## src/rtl/mem_access_stage.sv

```systemverilog
`default_nettype none
// ============================================================================
//  Module      : mem_access_stage
//  Description : MEM stage of the 5-stage RV32 pipeline. Runs LW/SW word
//                accesses on a valid/ready data-memory port with a variable
//                latency response, stalls the upstream stages while an
//                access is in flight, and owns the MEM/WB pipeline register.
//                Misaligned accesses are flagged without touching the bus;
//                accesses that exceed TIMEOUT_CYCLES are aborted as bus errors.
//  Ports       : clk, reset                 - clock / sync active-high reset
//                pc_in .. mem_write_in      - EX/MEM register fields
//                dmem_req_* / dmem_resp_*   - data-memory request/response
//                mem_stall                  - freeze PC/IF/ID/ID-EX/EX-MEM
//                pc_out .. bus_err_out      - MEM/WB register fields
//  Revision    : 1.0 - initial release
// ============================================================================
module mem_access_stage #(
    parameter int TIMEOUT_CYCLES = 16
) (
    input  logic        clk,
    input  logic        reset,
    input  logic [31:0] pc_in,
    input  logic [31:0] alu_result_in,
    input  logic [31:0] rs2_data_in,
    input  logic [4:0]  rd_in,
    input  logic        reg_write_in,
    input  logic        mem_read_in,
    input  logic        mem_write_in,
    output logic        dmem_req_valid,
    input  logic        dmem_req_ready,
    output logic        dmem_req_we,
    output logic [31:0] dmem_req_addr,
    output logic [31:0] dmem_req_wdata,
    input  logic        dmem_resp_valid,
    input  logic [31:0] dmem_resp_rdata,
    output logic        mem_stall,
    output logic [31:0] pc_out,
    output logic [31:0] alu_result_out,
    output logic [31:0] mem_data_out,
    output logic [4:0]  rd_out,
    output logic        reg_write_out,
    output logic        mem_to_reg_out,
    output logic        misalign_out,
    output logic        bus_err_out
);

    localparam int CNT_W = $clog2(TIMEOUT_CYCLES + 1);

    typedef enum logic [1:0] {
        S_IDLE = 2'd0,
        S_REQ  = 2'd1,
        S_RESP = 2'd2,
        S_DONE = 2'd3
    } state_t;

    state_t           r_state;
    state_t           w_state_nxt;
    logic [CNT_W-1:0] r_cnt;
    logic [31:0]      r_addr;
    logic [31:0]      r_wdata;
    logic [31:0]      r_rdata;
    logic             r_we;
    logic             r_timeout;

    logic w_mem_op;
    logic w_misalign;
    logic w_timeout_hit;
    logic w_stall;
    logic w_req_valid;
    logic w_capture_rdata;
    logic w_set_timeout;
    logic w_bus_err;

    assign w_mem_op      = mem_read_in | mem_write_in;
    assign w_misalign    = w_mem_op & (alu_result_in[1:0] != 2'b00);
    // Last permitted bus cycle: a handshake here still wins over the abort.
    assign w_timeout_hit = (r_cnt == CNT_W'(TIMEOUT_CYCLES - 1));
    assign w_bus_err     = (r_state == S_DONE) & r_timeout;

    always_comb begin
        w_state_nxt     = r_state;
        w_stall         = 1'b0;
        w_req_valid     = 1'b0;
        w_capture_rdata = 1'b0;
        w_set_timeout   = 1'b0;
        case (r_state)
            S_IDLE: begin
                if (w_mem_op && !w_misalign) begin
                    w_stall     = 1'b1;
                    w_state_nxt = S_REQ;
                end
            end
            S_REQ: begin
                w_stall     = 1'b1;
                w_req_valid = 1'b1;
                if (dmem_req_ready) begin
                    w_state_nxt = r_we ? S_DONE : S_RESP;
                end else if (w_timeout_hit) begin
                    w_state_nxt   = S_DONE;
                    w_set_timeout = 1'b1;
                end
            end
            S_RESP: begin
                w_stall = 1'b1;
                if (dmem_resp_valid) begin
                    w_capture_rdata = 1'b1;
                    w_state_nxt     = S_DONE;
                end else if (w_timeout_hit) begin
                    w_state_nxt   = S_DONE;
                    w_set_timeout = 1'b1;
                end
            end
            S_DONE: begin
                // EX/MEM advances on this edge together with MEM/WB.
                w_state_nxt = S_IDLE;
            end
            default: begin
                w_state_nxt = S_IDLE;
            end
        endcase
    end

    // Reset must silence the bus and the pipeline freeze immediately.
    assign mem_stall      = w_stall & ~reset;
    assign dmem_req_valid = w_req_valid & ~reset;
    assign dmem_req_we    = r_we;
    assign dmem_req_addr  = r_addr;
    assign dmem_req_wdata = r_wdata;

    always_ff @(posedge clk) begin
        if (reset) begin
            r_state        <= S_IDLE;
            r_cnt          <= '0;
            r_addr         <= 32'd0;
            r_wdata        <= 32'd0;
            r_rdata        <= 32'd0;
            r_we           <= 1'b0;
            r_timeout      <= 1'b0;
            pc_out         <= 32'd0;
            alu_result_out <= 32'd0;
            mem_data_out   <= 32'd0;
            rd_out         <= 5'd0;
            reg_write_out  <= 1'b0;
            mem_to_reg_out <= 1'b0;
            misalign_out   <= 1'b0;
            bus_err_out    <= 1'b0;
        end else begin
            r_state <= w_state_nxt;

            if ((r_state == S_REQ) || (r_state == S_RESP)) begin
                r_cnt <= r_cnt + CNT_W'(1);
            end else begin
                r_cnt <= '0;
            end

            if ((r_state == S_IDLE) && (w_state_nxt == S_REQ)) begin
                r_addr  <= {alu_result_in[31:2], 2'b00};
                r_wdata <= rs2_data_in;
                r_we    <= mem_write_in;
            end

            if (w_capture_rdata) begin
                r_rdata <= dmem_resp_rdata;
            end

            if (w_set_timeout) begin
                r_timeout <= 1'b1;
            end else if (r_state == S_IDLE) begin
                r_timeout <= 1'b0;
            end

            // MEM/WB register: bubble while stalled, otherwise capture the op.
            if (w_stall) begin
                pc_out         <= 32'd0;
                alu_result_out <= 32'd0;
                mem_data_out   <= 32'd0;
                rd_out         <= 5'd0;
                reg_write_out  <= 1'b0;
                mem_to_reg_out <= 1'b0;
                misalign_out   <= 1'b0;
                bus_err_out    <= 1'b0;
            end else begin
                pc_out         <= pc_in;
                alu_result_out <= alu_result_in;
                mem_data_out   <= ((r_state == S_DONE) && !r_timeout && !r_we) ? r_rdata : 32'd0;
                rd_out         <= rd_in;
                reg_write_out  <= reg_write_in & ~w_misalign & ~w_bus_err;
                mem_to_reg_out <= mem_read_in;
                misalign_out   <= w_misalign;
                bus_err_out    <= w_bus_err;
            end
        end
    end

endmodule
`default_nettype wire
```

## config.mk

```make
export PLATFORM = sky130hd
export DESIGN_NAME = mem_access_stage
export DESIGN_NICKNAME = d
export VERILOG_FILES = /design/src/rtl/mem_access_stage.sv
export SDC_FILE = /design/constraint.sdc
export NUM_CORES = 1
export LEC_CHECK = 0
export CAP_MARGIN = 0
export CORE_MARGIN = 8
export CORE_UTILIZATION = 40
export CTS_BUF_LIST = sky130_fd_sc_hd__clkbuf_16
export DETAILED_ROUTE_END_ITERATION = 16
export PLACE_DENSITY = 0.72
export SLEW_MARGIN = 15
export SYNTH_ARGS = -nofsm -noshare
export SYNTH_HDL_FRONTEND = slang
export SYNTH_SLANG_ARGS = --single-unit
```

## constraint.sdc

```tcl
create_clock -name clk -period 2.5 [get_ports clk]
set_clock_uncertainty 0.15 [all_clocks]
set_input_delay 0.5 -clock clk [delete_from_list [all_inputs] [get_ports clk]]
set_output_delay 0.5 -clock clk [all_outputs]
set_load 0.005 [all_outputs]
```

==> impl_metrics.prom, run 1 <==
# TYPE chip_impl_metric gauge
chip_impl_metric{name="first_global_vias",unit=""} 7626
chip_impl_metric{name="remaining_drc_errors",unit=""} 0
chip_impl_metric{name="synth.lib_cells_used.distinct",unit=""} 44
chip_impl_metric{name="dp_hpwl",unit="microns"} 18900
chip_impl_metric{name="globalRoute.totalOverflow",unit=""} 0
chip_impl_metric{name="number_of_inserted_filler_cells_in_the_final_layout",unit=""} 1909
chip_impl_info{name="cts_tree",value="done"} 1
chip_impl_info{name="path_cells",value="inv_1 > ha_4 > a31oi_1 > nor3_1 > dlygate4sd2_1"} 1
chip_impl_metric{name="yosys_warnings",unit=""} 0
chip_impl_metric{name="finalSetupViolations",unit=""} 0
chip_impl_metric{name="drt_pre_antenna_iters",unit=""} 5
chip_impl_metric{name="hold_ws",unit="ns"} 0.181
chip_impl_metric{name="coreArea",unit="sq um"} 21900
chip_impl_info{name="layout_common_cells",value="clkdlybuf4s50_1 (305), dfxtp_1 (207), nand2_1 (131)"} 1
chip_impl_metric{name="initial_utilization",unit="%"} 40.8
chip_impl_metric{name="hold_viol",unit=""} 0
chip_impl_info{name="cpLargestDelayFamily",value="buffers and inverters"} 1
chip_impl_metric{name="slowest_delay",unit="ns"} 0.36
chip_impl_metric{name="cts_buffers",unit=""} 24
chip_impl_metric{name="floorplan.die.width",unit="microns"} 165
chip_impl_info{name="crit_path_top_delay_cell",value="dfxtp_4"} 1
chip_impl_info{name="rsz0062_at_grt",value="false"} 1
chip_impl_metric{name="global_route_wire_length_before_repair",unit="microns"} 42300
chip_impl_info{name="hp-class",value="primary input to register"} 1
chip_impl_metric{name="async_flop_share",unit="%"} 0
chip_impl_metric{name="synth-adder-area-share",unit="%"} 1.12
chip_impl_metric{name="routed_wire_length_per_instance",unit="microns"} 18.6
chip_impl_metric{name="clkTransAtPathRegs",unit="ns"} 0.06
chip_impl_metric{name="final_number_of_max_transition_violations",unit=""} 0
chip_impl_metric{name="ant_nets",unit=""} 0
chip_impl_info{name="cp-end-kind",value="output pin"} 1
chip_impl_metric{name="critical_path.n_buffers_inverters",unit=""} 2
chip_impl_metric{name="final_layout_size_suffix_gt1_share",unit="%"} 12.9
chip_impl_metric{name="avgSynthCellArea",unit="sq um"} 9.64
chip_impl_metric{name="post-route-worst-setup-slack",unit="ns"} 0.0991
chip_impl_metric{name="synth.cell_area",unit="sq um"} 8930
chip_impl_metric{name="core.rowCount",unit=""} 54
chip_impl_metric{name="max_slew.worst_pin.slew",unit="ns"} 0.625
chip_impl_metric{name="clock_path_buffers",unit=""} 3
chip_impl_info{name="yosys-top-cells-area",value="dfxtp_1 (47%), o41a_1 (7.8%), o2111ai_1 (6.1%)"} 1
chip_impl_metric{name="drv.max_cap_violation_count",unit=""} 0
chip_impl_metric{name="avg_vias_per_cell",unit=""} 5.40
chip_impl_metric{name="synth-compound-area-share",unit="%"} 23.3
chip_impl_metric{name="yosys.area_share.simple",unit="%"} 22.1
chip_impl_metric{name="antenna_found_initial",unit=""} 2
chip_impl_metric{name="cts_max_level",unit=""} 1
chip_impl_info{name="worstSetupStartpointType",value="register"} 1
chip_impl_metric{name="globalRouteTotalUtil",unit="%"} 19.0
chip_impl_metric{name="post-route-cell-area",unit="sq um"} 13000
chip_impl_metric{name="synth.ff_latch_count",unit=""} 208
chip_impl_metric{name="number_of_synthesized_flops_with_an_enable_pin",unit=""} 0
chip_impl_metric{name="cts.hold.buffers_added",unit=""} 0
chip_impl_metric{name="die_height",unit="microns"} 165
chip_impl_metric{name="worst_skew_pair.late_latency",unit="ns"} 0.51
chip_impl_info{name="status",value="finished clean"} 1
chip_impl_metric{name="critical_path.max_fanout",unit=""} 6
chip_impl_metric{name="clk_sinks",unit=""} 208
chip_impl_metric{name="ir_worst_vdd",unit="V"} 0.000553
chip_impl_metric{name="layout_worst_path_cycle_share",unit="%"} 96.0
chip_impl_metric{name="muxShareOfSynthArea",unit="%"} 0
chip_impl_info{name="largest_family_of_logic_cells_by_synthesized_area",value="compound AO/OA/AOI/OAI gates"} 1
chip_impl_metric{name="seq_area_frac_synth",unit="%"} 46.6
chip_impl_metric{name="p_leak",unit="nW"} 4.52
chip_impl_info{name="dominantRegCellSynth",value="dfxtp_1"} 1
chip_impl_metric{name="dpl_cell_area",unit="sq um"} 12200
chip_impl_metric{name="fin_util",unit="%"} 59.2
chip_impl_metric{name="fp.dieArea",unit="sq um"} 27400
chip_impl_metric{name="yosys.area_share.xor_xnor",unit="%"} 0.196
chip_impl_metric{name="area_growth_from_synthesis_to_layout",unit="%"} 45.1
chip_impl_metric{name="grt_start_max_net_pins",unit=""} 92
chip_impl_metric{name="place_congestion",unit=""} 0.739
chip_impl_metric{name="cp_data_required_time",unit="ns"} 1.85
chip_impl_metric{name="drtIter0Drc",unit=""} 363
chip_impl_metric{name="pre_cts_ws",unit="ns"} -0.129
chip_impl_metric{name="worstPathArrival",unit="ns"} 1.75
chip_impl_metric{name="detailroute.via_count",unit=""} 7991
chip_impl_info{name="mostFrequentLayoutCell",value="clkdlybuf4s50_1"} 1
chip_impl_info{name="cts.root.buffer_cell",value="clkbuf_16"} 1
chip_impl_metric{name="post-route-min-period",unit="ns"} 2.40
chip_impl_metric{name="post_synth_inst_count",unit=""} 926
chip_impl_info{name="synth_top_cell_by_area",value="dfxtp_1"} 1
chip_impl_metric{name="drt_wl_total",unit="microns"} 27600
chip_impl_metric{name="power.density",unit="nW/um^2"} 923
chip_impl_metric{name="fin_nets",unit=""} 1328
chip_impl_metric{name="synth_top_area_share",unit="%"} 46.6
chip_impl_metric{name="io-pin-count",unit=""} 312
chip_impl_metric{name="io_buffers",unit=""} 309
chip_impl_info{name="critPathKind",value="register to output pin"} 1
chip_impl_metric{name="maxSlewHeadroom",unit="%"} 58.3
chip_impl_metric{name="timing.fmax",unit="GHz"} 0.417
[report_power, final]
| part | internal [mW] | total [mW] | leakage [nW] | switching (mW) |
|---|---|---|---|---|
| registers | 4.00 | 4.36 | 1.70 | 0.356 |
| clock network | 1.94 | 3.30 | 0.381 | 1.37 |
| logic | 2.23 | 4.29 | 2.44 | 2.06 |
[layout make-up]
type                       count  area [sq um]  share of cell area [%]
timing repair buffer         341          3470                    26.8
sequential                   208          4170                    32.2
tap                          280           350                    2.70
antenna                        2          5.00                  0.0386
inverter                       6          22.5                   0.174
clock inverter                19           138                    1.06
clock buffer                  24           601                    4.64
multi-input combinational    599          4200                    32.4
[per-layer routing]
layer  global-route usage, %  part of all wire, %  up-vias
li1                        -                    -     3960
met1                    23.9                   42     3726
met2                    31.4                   47      253
met3                    5.03                  8.0       48
met4                    5.72                  2.6        4
met5                       0                0.098        -
[synthesized netlist by cell type (3+ instances only)]
library cell	number
buf_2	30
o2111ai_1	62
or3b_2	54
nor2b_1	3
a21oi_1	34
o311ai_0	9
and2_2	8
o311ai_1	54
and2_4	20
or3b_1	8
nor3_1	4
inv_1	6
nand2_1	131
and2_1	41
buf_6	9
ha_1	8
nand3_1	33
buf_4	4
nor2_1	40
dfxtp_1	208
o211ai_1	3
nand2b_1	4
clkbuf_1	66
o41a_1	62
and3_1	3
[metrics by stage]
stage / TNS [ns] / cells / power [mW]
floorplan: 0 / 927 / 6.51
detailed placement: -0.129 / 1434 / 8.75
global placement: -0.112 / 1434 / 8.70
global route: 0 / 1477 / 12.6
CTS: 0 / 1477 / 12.1
finish: 0 / 1479 / 12.0
[worst paths after layout]
kind                                   from                 end  slack [ns]  depth (start not counted)
worst max-delay path             r_state[0]           mem_stall         0.1                          5
worst min-delay path            mem_read_in      mem_to_reg_out        0.18                          2
worst max register to register   r_state[0]  alu_result_out[19]        0.30                          7
worst min register to register  r_rdata[14]    mem_data_out[14]        0.28                          2
[state kept, by name (all words and copies together), names as in the netlist, 2 cells and up]
register and count:
r_cnt 5, mem_data_out 32, dmem_req_addr 30, dmem_req_wdata 32, alu_result_out 32, r_state 2
r_rdata 32, rd_out 5, pc_out 32
[logic make-up (layout without fill, tap and decap cells)]
| kind of cell | Yosys count | in the layout |
|---|---|---|
| and+or+nand+nor | 355 | 355 |
| AOI/OAI and AO/OA | 232 | 232 |
| DFF | 208 | 208 |
| buffers and inverters | 120 | 390 |
| adders and majority gates | 8 | 8 |
| xor gates and xnor gates | 2 | 2 |
| other | 1 | 4 |
[repair_timing]
action / 4_1_cts / 5_1_grt
gates resized for setup: 4 / 2
setup endpoints to repair: 2 / 1
buffers inserted: 0 / 0
Power figures use the tool's default switching activity.
==> run 2: changes to the inputs <==
--- a/config.mk
+++ b/config.mk
@@ -11,7 +11,6 @@
 export CTS_BUF_LIST = sky130_fd_sc_hd__clkbuf_16
 export DETAILED_ROUTE_END_ITERATION = 16
 export PLACE_DENSITY = 0.72
-export SLEW_MARGIN = 15
 export SYNTH_ARGS = -nofsm -noshare
 export SYNTH_HDL_FRONTEND = slang
 export SYNTH_SLANG_ARGS = --single-unit
==> results of run 2 <==
The final DEF is identical to that of run 1; final timing and power are the same.
